### src/rtl/muldiv_sequencer_pkg.sv
// Shared types and helpers for the iterative multiply/divide sequencer.
// Operation encoding matches the controller's op field.
package muldivPkg;

    typedef enum logic [1:0] {
        UMUL = 2'd0,
        SMUL = 2'd1,
        UDIV = 2'd2,
        SDIV = 2'd3
    } ops;

    typedef enum logic [2:0] {
        IDLE  = 3'd0,
        PREP  = 3'd1,
        ITER  = 3'd2,
        FIXUP = 3'd3,
        DONE  = 3'd4
    } states;

    function automatic logic isSigned(input ops op);
        return (op == SMUL) || (op == SDIV);
    endfunction

    function automatic logic isDiv(input ops op);
        return (op == UDIV) || (op == SDIV);
    endfunction

endpackage

### src/rtl/muldiv_step.sv
// One radix-2 iteration: shift-add multiply or restoring divide on the
// {acc, shift} register pair. Purely combinational.
module muldiv_step #(
    parameter int WIDTH = 32
) (
    input  logic             is_div,
    input  logic [WIDTH-1:0] acc,
    input  logic [WIDTH-1:0] shift,
    input  logic [WIDTH-1:0] opnd,
    output logic [WIDTH-1:0] acc_next,
    output logic [WIDTH-1:0] shift_next
);

    logic [WIDTH:0]   sum;
    logic [WIDTH:0]   rem;
    logic [WIDTH-1:0] diff;

    always_comb begin
        sum        = {1'b0, acc} + {1'b0, opnd};
        rem        = {acc, shift[WIDTH-1]};
        // A successful subtract always leaves a value below 2^WIDTH.
        diff       = rem[WIDTH-1:0] - opnd;
        acc_next   = acc;
        shift_next = shift;
        if (is_div) begin
            if (rem >= {1'b0, opnd}) begin
                acc_next   = diff;
                shift_next = {shift[WIDTH-2:0], 1'b1};
            end else begin
                acc_next   = rem[WIDTH-1:0];
                shift_next = {shift[WIDTH-2:0], 1'b0};
            end
        end else begin
            if (shift[0]) begin
                acc_next   = sum[WIDTH:1];
                shift_next = {sum[0], shift[WIDTH-1:1]};
            end else begin
                acc_next   = {1'b0, acc[WIDTH-1:1]};
                shift_next = {acc[0], shift[WIDTH-1:1]};
            end
        end
    end

endmodule

### src/rtl/muldiv_sequencer.sv
// Multi-cycle sequencer for signed/unsigned multiply and divide. Owns the FSM,
// iteration counter, sign fixup and result registers; stalls the pipeline while busy.
module muldiv_sequencer
    import muldivPkg::*;
#(
    parameter int WIDTH = 32
) (
    input  logic             clk,
    input  logic             reset,
    input  logic             start,
    input  logic [1:0]       op,
    input  logic [WIDTH-1:0] operandA,
    input  logic [WIDTH-1:0] operandB,
    input  logic             flush,
    output logic             busy,
    output logic             stall,
    output logic             done,
    output logic [WIDTH-1:0] resultLo,
    output logic [WIDTH-1:0] resultHi,
    output logic             divByZero
);

    localparam int CNT_W = $clog2(WIDTH);

    states            state_q, state_d;
    ops               op_q, op_d;
    logic [WIDTH-1:0] a_q, a_d;
    logic [WIDTH-1:0] b_q, b_d;
    logic             sign_a_q, sign_a_d;
    logic             sign_b_q, sign_b_d;
    logic [WIDTH-1:0] acc_q, acc_d;
    logic [WIDTH-1:0] shift_q, shift_d;
    logic [WIDTH-1:0] opnd_q, opnd_d;
    logic [CNT_W-1:0] cnt_q, cnt_d;
    logic             dbz_pend_q, dbz_pend_d;
    logic [WIDTH-1:0] res_lo_q, res_lo_d;
    logic [WIDTH-1:0] res_hi_q, res_hi_d;
    logic             dbz_q, dbz_d;

    logic [WIDTH-1:0]   a_abs, b_abs;
    logic [WIDTH-1:0]   step_acc, step_shift;
    logic [2*WIDTH-1:0] prod, prod_neg;
    logic               op_div;

    assign op_div = isDiv(op_q);

    muldiv_step #(.WIDTH(WIDTH)) u_step (
        .is_div     (op_div),
        .acc        (acc_q),
        .shift      (shift_q),
        .opnd       (opnd_q),
        .acc_next   (step_acc),
        .shift_next (step_shift)
    );

    always_ff @(posedge clk) begin
        if (reset) begin
            state_q <= IDLE;
        end else begin
            state_q <= state_d;
        end
    end

    // Divide-by-zero passes through FIXUP untouched so its latency is three cycles.
    always_comb begin
        state_d = state_q;
        case (state_q)
            IDLE:    if (start && !flush) state_d = PREP;
            PREP:    if (flush) state_d = IDLE;
                     else if (op_div && (b_abs == '0)) state_d = FIXUP;
                     else state_d = ITER;
            ITER:    if (flush) state_d = IDLE;
                     else if (cnt_q == CNT_W'(WIDTH - 1)) state_d = FIXUP;
            FIXUP:   state_d = flush ? IDLE : DONE;
            DONE:    state_d = IDLE;
            default: state_d = IDLE;
        endcase
    end

    always_comb begin
        busy  = (state_q != IDLE);
        done  = (state_q == DONE);
        stall = busy || (start && (state_q == IDLE));
    end

    always_ff @(posedge clk) begin
        if (reset) begin
            op_q       <= UMUL;
            a_q        <= '0;
            b_q        <= '0;
            sign_a_q   <= 1'b0;
            sign_b_q   <= 1'b0;
            acc_q      <= '0;
            shift_q    <= '0;
            opnd_q     <= '0;
            cnt_q      <= '0;
            dbz_pend_q <= 1'b0;
            res_lo_q   <= '0;
            res_hi_q   <= '0;
            dbz_q      <= 1'b0;
        end else begin
            op_q       <= op_d;
            a_q        <= a_d;
            b_q        <= b_d;
            sign_a_q   <= sign_a_d;
            sign_b_q   <= sign_b_d;
            acc_q      <= acc_d;
            shift_q    <= shift_d;
            opnd_q     <= opnd_d;
            cnt_q      <= cnt_d;
            dbz_pend_q <= dbz_pend_d;
            res_lo_q   <= res_lo_d;
            res_hi_q   <= res_hi_d;
            dbz_q      <= dbz_d;
        end
    end

    always_comb begin
        op_d       = op_q;
        a_d        = a_q;
        b_d        = b_q;
        sign_a_d   = sign_a_q;
        sign_b_d   = sign_b_q;
        acc_d      = acc_q;
        shift_d    = shift_q;
        opnd_d     = opnd_q;
        cnt_d      = cnt_q;
        dbz_pend_d = dbz_pend_q;
        res_lo_d   = res_lo_q;
        res_hi_d   = res_hi_q;
        dbz_d      = dbz_q;

        // The most negative value maps onto its unsigned magnitude.
        a_abs    = (isSigned(op_q) && a_q[WIDTH-1]) ? (~a_q + 1'b1) : a_q;
        b_abs    = (isSigned(op_q) && b_q[WIDTH-1]) ? (~b_q + 1'b1) : b_q;
        prod     = {acc_q, shift_q};
        prod_neg = ~prod + 1'b1;

        case (state_q)
            IDLE: begin
                if (start && !flush) begin
                    op_d = ops'(op);
                    a_d  = operandA;
                    b_d  = operandB;
                end
            end
            PREP: begin
                sign_a_d   = isSigned(op_q) && a_q[WIDTH-1];
                sign_b_d   = isSigned(op_q) && b_q[WIDTH-1];
                acc_d      = '0;
                shift_d    = op_div ? a_abs : b_abs;
                opnd_d     = op_div ? b_abs : a_abs;
                cnt_d      = '0;
                dbz_pend_d = op_div && (b_abs == '0);
            end
            ITER: begin
                acc_d   = step_acc;
                shift_d = step_shift;
                cnt_d   = cnt_q + CNT_W'(1);
            end
            FIXUP: begin
                if (!flush) begin
                    dbz_d = dbz_pend_q;
                    if (dbz_pend_q) begin
                        res_lo_d = '1;
                        res_hi_d = a_q;
                    end else if (op_div) begin
                        res_lo_d = (sign_a_q ^ sign_b_q) ? (~shift_q + 1'b1) : shift_q;
                        res_hi_d = sign_a_q ? (~acc_q + 1'b1) : acc_q;
                    end else if (sign_a_q ^ sign_b_q) begin
                        res_lo_d = prod_neg[WIDTH-1:0];
                        res_hi_d = prod_neg[2*WIDTH-1:WIDTH];
                    end else begin
                        res_lo_d = prod[WIDTH-1:0];
                        res_hi_d = prod[2*WIDTH-1:WIDTH];
                    end
                end
            end
            default: ;
        endcase
    end

    assign resultLo  = res_lo_q;
    assign resultHi  = res_hi_q;
    assign divByZero = dbz_q;

endmodule
### config.mk
export PLATFORM = sky130hd
export DESIGN_NAME = muldiv_sequencer
export DESIGN_NICKNAME = d
export VERILOG_FILES = /design/src/rtl/muldiv_sequencer_pkg.sv /design/src/rtl/muldiv_step.sv /design/src/rtl/muldiv_sequencer.sv
export SDC_FILE = /design/constraint.sdc
export NUM_CORES = 1
export LEC_CHECK = 0
export CAP_MARGIN = 20
export CORE_MARGIN = 5
export CORE_UTILIZATION = 60
export DETAILED_ROUTE_END_ITERATION = 6
export PLACE_DENSITY = 0.93
export SLEW_MARGIN = 20
export SYNTH_ARGS = -nofsm -noshare
export SYNTH_HDL_FRONTEND = slang
export SYNTH_SLANG_ARGS = --single-unit
### constraint.sdc
create_clock -name clk -period 3.5 [get_ports clk]
set_input_delay 0.7 -clock clk [delete_from_list [all_inputs] [get_ports clk]]
set_output_delay 0.7 -clock clk [all_outputs]
set_load 0.01 [all_outputs]
==> results of run 1 <==
state kept, by name, indices dropped and copies added, names as in the netlist:
signal and cells:
a_q 32, acc_q 32, b_q 32, opnd_q 32, resultHi 32, resultLo 32
shift_q 32, cnt_q 5, state_q 3, op_q 2, dbz_pend_q 1, divByZero 1
sign_a_q 1, sign_b_q 1
final timing paths:
check / startpoint / end / slack (ns) / cells after the start
worst max-delay path: acc_q[7]$_SDFFE_PP0P_ / acc_q[28]$_SDFFE_PP0P_ / 0.16 / 10
worst min-delay path: reset / opnd_q[2]$_SDFFE_PP0P_ / 0.44 / 2
worst max register to register: acc_q[7]$_SDFFE_PP0P_ / acc_q[28]$_SDFFE_PP0P_ / 0.16 / 10
worst min register to register: resultHi[10]$_SDFFE_PP0P_ / resultHi[10]$_SDFFE_PP0P_ / 0.46 / 2
cell families (layout without fill, tap and decap cells):
| group | count (synthesis) | count (layout) | synth area share [%] |
|---|---|---|---|
| and+or+nand+nor | 839 | 839 | 22.64 |
| muxes | 63 | 63 | 3.688 |
| adders and majority gates | 73 | 73 | 5.397 |
| xor gates and xnor gates | 162 | 162 | 8.292 |
| AOI/OAI and AO/OA | 733 | 733 | 26.83 |
| buffers and inverters | 246 | 353 | 5.463 |
| DFF | 238 | 238 | 27.70 |
power breakdown:
group	internal [mW]	leakage, nW	switching [mW]
Clock	1.78	0.446	1.22
Combinational	0.602	5.46	1.00
Sequential	2.77	1.93	0.0987
cell usage after synthesis (28+ instances only):
| master | count | area [um^2] |
|---|---|---|
| a31oi_1 | 37 | 231.5 |
| a21oi_1 | 268 | 1341 |
| a211oi_1 | 31 | 232.7 |
| mux2i_1 | 60 | 600.6 |
| ha_1 | 71 | 888.4 |
| nand2_1 | 375 | 1408 |
| dfxtp_1 | 238 | 4765 |
| clkbuf_1 | 154 | 578.1 |
| nor3_1 | 41 | 205.2 |
| nor2_1 | 203 | 762.0 |
| inv_1 | 69 | 259.0 |
| o31ai_1 | 28 | 210.2 |
| o21ai_0 | 125 | 625.6 |
| xnor2_1 | 82 | 718.2 |
| o211ai_1 | 56 | 420.4 |
| xor2_1 | 79 | 691.9 |
| nand3_1 | 43 | 215.2 |
layout make-up:
cell class	instances	area, um^2	area share [%]
Multi-Input combinational cell	1870	11550	57.44
Clock buffer	35	735.7	3.657
Tap cell	384	480.5	2.388
Timing Repair Buffer	236	2137	10.62
Sequential cell	238	4768	23.70
Inverter	70	262.8	1.306
Clock inverter	12	177.7	0.8832
metal layers:
metal,wire length [um],global-route usage [%],vias up
li1,-,-,8613
met1,24940,49.61,8895
met2,28550,61.16,1194
met3,6655,7.465,257
met4,5161,25.23,0
met5,0,0,-
==> flow_summary_export.csv, run 1 <==
group,metric,value,unit
run,cap_violations,0,
cts,hold_buffers,0,
critical_path,start_kind,"flip-flop",
logic_synthesis,ys_warn_count,0,
placed_design,gp_congestion,1.017,
routing,drt_wl_total,65310,um
grt,first_global_vias,17730,
critical_path,critical_path.max_fanout,11,
timing,slew_headroom,34.61,%
timing,setup_ws,0.1646,ns
logic_synthesis,synth-seq-cells,238,
finish,fin_util,70.66,%
critical_path,cpPeakStageDelay,0.64,ns
cts,cts_htree_levels,1,
critical_path,critical_path_required,3.96,ns
pwr,p_total,7.466,mW
logic_synthesis,synth_edf_count,0,
cts,cts_root_buf,"clkbuf_16",
grt,antenna_found_initial,1,
timing,hold_viol_final,0,
routing,drc,0,
floorplanning,die_h,179.3,um
cts,cts_tree,"done",
routing,drtPass1Iterations,6,
routing,drtIter0Drc,2331,
grt,grt.total_usage,39.18,%
critical_path,endpoint_kind,"flip-flop",
timing,fmax,0.2998,GHz
min_path,worstHoldPathType,"input pin to flip-flop",
floorplanning,dieWidth,179.3,um
cts,cts_setup_buffers,0,
logic_synthesis,synth_fp_nets,2497,
cts,cts_made_buffers,27,
floorplanning,coreArea,28470,um^2
logic_synthesis,ys_seq_area_share,27.70,%
logic_synthesis,avgSynthCellArea,7.307,um^2
cts,clockBufferDepth,3,
placed_design,numPortBuffers,137,
critical_path,crit_type,"flip-flop to flip-flop",
logic_synthesis,synth_cells,2354,
floorplanning,fp-row-count,62,
routing,antenna_left,0,
placed_design,dpl_cell_area,19180,um^2
floorplanning,pin_count,138,
timing,rsz0062_at_grt,"false",
timing,setup_viol,0,
logic_synthesis,synth_flop_cell,"dfxtp_1",
pwr,ir_drop,345.3,uV
finish,syn_to_final_growth,16.95,%
pwr,power.static_leakage,7.836,nW
finish,nFillCells,2275,
finish,finalNonFillerCells,2845,
routing,wire_per_inst,22.96,um
grt,overflow,0,
critical_path,slowest_stage,"dfxtp_1",
finish,fin_area,20120,um^2
finish,final_common_cell,"nand2_1",
finish,drive_above_1_share,7.599,%
timing,fin_setup_tns,0,ns
logic_synthesis,netlist-cell-type-count,83,
timing,fin_hold_ws,0.4446,ns
placed_design,dp_slack,0.06039,ns
pwr,power_density,371.1,nW/um^2
finish,nNetsFinal,2586,
timing,fin_crit,3.335,ns
timing,worst_pin_slew,0.9808,ns
logic_synthesis,syn_area,17200,um^2
timing,timing.final.crit_share,95.30,%
cts,cts_resized,0,
logic_synthesis,async_flop_share,0,%
grt,grt_pass1_wl,98590,um
timing,skew,0.01310,ns
critical_path,cp.arrival,3.79,ns
placed_design,hpwl,49300,um
timing,final_max_slew_viol_count,0,
placed_design,placedCellCount,2798,
critical_path,critPathBufInv,0,
floorplanning,dieArea,32160,um^2
finish,final_cell_mix,"nand2_1 (375), a21oi_1 (268), dfxtp_1 (237)",
floorplanning,start_util,60.42,%
routing,detail_route.vias_per_cell,6.664,
critical_path,cp_cell_sequence,"ha_1 > nand4_1 > nor4_1 > nand3_1 > o21a_1 > a21o_1 > a2111o_1 > and3b_1 > o311a_1 > nor4_2",
status,status,"finished, final reports clean",
critical_path,cpLargestDelayFamily,"compound AO/OA/AOI/OAI gates",
finish,insertedDiodeCount,0,
cts,clk_latency,0.56,ns
cts,cts_sinks,238,
routing,vias,18960,
cts,clk_pin_slew,0.06,ns
grt,grt_start_max_net_pins,91,
(Power assumes the default switching activity.)
==> inputs of run 2 (changes only) <==
- CTS_CLUSTER_SIZE: unset -> 40
==> run 2 against run 1 <==
Against the previous run:
- combinational power is essentially flat
- die area is the same
- final cell count is the same
- clock skew is essentially flat
- clock power shrank 2%
- critical endpoint is now acc_q[25]$_SDFFE_PP0P_
==> flow_summary_export.csv, run 2 (synthesized netlist as in run 1, its figures left out) <==
group,metric,value,unit
status,status,"finished, final reports clean",
floorplanning,coreArea,28470,um^2
pwr,p_total,7.393,mW
finish,nFillCells,2276,
timing,skew,0.01282,ns
critical_path,start_kind,"flip-flop",
timing,fin_crit,3.314,ns
grt,first_global_vias,17710,
timing,worst_pin_slew,0.9630,ns
timing,fin_hold_ws,0.4473,ns
routing,detail_route.vias_per_cell,6.630,
critical_path,critPathBufInv,2,
timing,fin_setup_tns,0,ns
timing,timing.final.crit_share,94.70,%
routing,drtIter0Drc,2242,
routing,wire_per_inst,22.91,um
finish,final_cell_mix,"nand2_1 (375), a21oi_1 (268), dfxtp_1 (237)",
placed_design,gp_congestion,1.017,
cts,cts_made_buffers,27,
pwr,power_density,367.9,nW/um^2
critical_path,critical_path.max_fanout,4,
timing,fmax,0.3017,GHz
cts,cts_htree_levels,1,
timing,final_max_slew_viol_count,0,
pwr,power.static_leakage,7.822,nW
run,cap_violations,0,
critical_path,slowest_stage,"dfxtp_1",
finish,syn_to_final_growth,16.82,%
cts,cts_tree,"done",
timing,rsz0062_at_grt,"false",
routing,drt_wl_total,65180,um
finish,insertedDiodeCount,0,
timing,hold_viol_final,0,
timing,setup_viol,0,
cts,hold_buffers,0,
routing,drc,0,
cts,cts_root_buf,"clkbuf_16",
grt,grt_pass1_wl,98590,um
routing,antenna_left,0,
min_path,whs_path_depth,2,
placed_design,dpl_cell_area,19180,um^2
floorplanning,dieWidth,179.3,um
floorplanning,die_h,179.3,um
finish,nNetsFinal,2586,
cts,cts_setup_buffers,0,
critical_path,endpoint_kind,"flip-flop",
floorplanning,fp-row-count,62,
finish,final_common_cell,"nand2_1",
cts,clockBufferDepth,3,
finish,drive_above_1_share,7.599,%
placed_design,numPortBuffers,137,
critical_path,cpPeakStageDelay,0.43,ns
cts,clk_latency,0.56,ns
floorplanning,pin_count,138,
grt,grt.total_usage,39.18,%
cts,clk_pin_slew,0.06,ns
finish,fin_area,20090,um^2
timing,slew_headroom,35.80,%
critical_path,critical_path_required,3.94,ns
grt,grt_start_max_net_pins,91,
pwr,ir_drop,368.4,uV
placed_design,placedCellCount,2798,
critical_path,crit_type,"flip-flop to flip-flop",
routing,vias,18860,
critical_path,crit_cells,13,
floorplanning,dieArea,32160,um^2
finish,finalNonFillerCells,2845,
cts,cts_sinks,238,
critical_path,r2r_cells,13,
grt,overflow,0,
floorplanning,start_util,60.42,%
critical_path,cp_cell_sequence,"ha_1 > inv_1 > fa_1 > nor2b_1 > o31ai_1 > a211oi_1 > buf_4 > o2111ai_1 > and2_1 > o21ai_0 > xor2_1 > a211o_1 > a32o_1",
grt,antenna_found_initial,1,
critical_path,cpLargestDelayFamily,"compound AO/OA/AOI/OAI gates",
critical_path,cp.arrival,3.76,ns
routing,drtPass1Iterations,6,
placed_design,hpwl,49300,um
min_path,worstHoldPathType,"input pin to flip-flop",
-- run 2: cell type report --
| class | count | area, um^2 | area share, % |
|---|---|---|---|
| Multi-Input combinational cell | 1870 | 11550 | 57.50 |
| Sequential cell | 238 | 4768 | 23.73 |
| Timing Repair Buffer | 236 | 2137 | 10.64 |
| Clock buffer | 35 | 735.7 | 3.661 |
| Tap cell | 384 | 480.5 | 2.391 |
| Inverter | 70 | 262.8 | 1.308 |
| Clock inverter | 12 | 155.1 | 0.7721 |
-- run 2: path summary, 6_finish.rpt --
kind                                                 from                   endpoint  slack (ns)
worst min register to register  resultHi[10]$_SDFFE_PP0P_  resultHi[10]$_SDFFE_PP0P_        0.46
worst max register to register      acc_q[0]$_SDFFE_PP0P_     acc_q[25]$_SDFFE_PP0P_        0.19
worst max-delay path                acc_q[0]$_SDFFE_PP0P_     acc_q[25]$_SDFFE_PP0P_        0.19
worst min-delay path                                reset     opnd_q[1]$_SDFFE_PP0P_        0.45
-- run 2: what timing repair did --
action | CTS | global route
hold endpoints to repair | 0 | 0
setup endpoints to repair | 0 | 6
gates resized for setup | 0 | 5
-- run 2: power by group --
group | leakage [nW] | internal, mW | switching, mW | total [mW]
registers | 1.93 | 2.77 | 0.0985 | 2.86
clock network | 0.432 | 1.70 | 1.22 | 2.92
logic | 5.46 | 0.602 | 1.01 | 1.61
-- run 2: per-layer routing --
| layer | vias up | share of wire [%] | GRT usage [%] |
|---|---|---|---|
| met1 | 8813 | 38 | 49.55 |
| met2 | 1153 | 43 | 61.05 |
| li1 | 8621 | - | - |
| met3 | 276 | 10 | 7.634 |
| met5 | - | 0 | 0 |
| met4 | 0 | 7.9 | 25.33 |
-- run 2: through the flow --
stage               setup slack, ns  utilization [%]
floorplan                    0.5162                -
CTS                         0.02410            70.49
global route               0.001194            70.58
finish                       0.1855            70.58
detailed placement          0.06039            67.36
global placement            0.09193            67.36
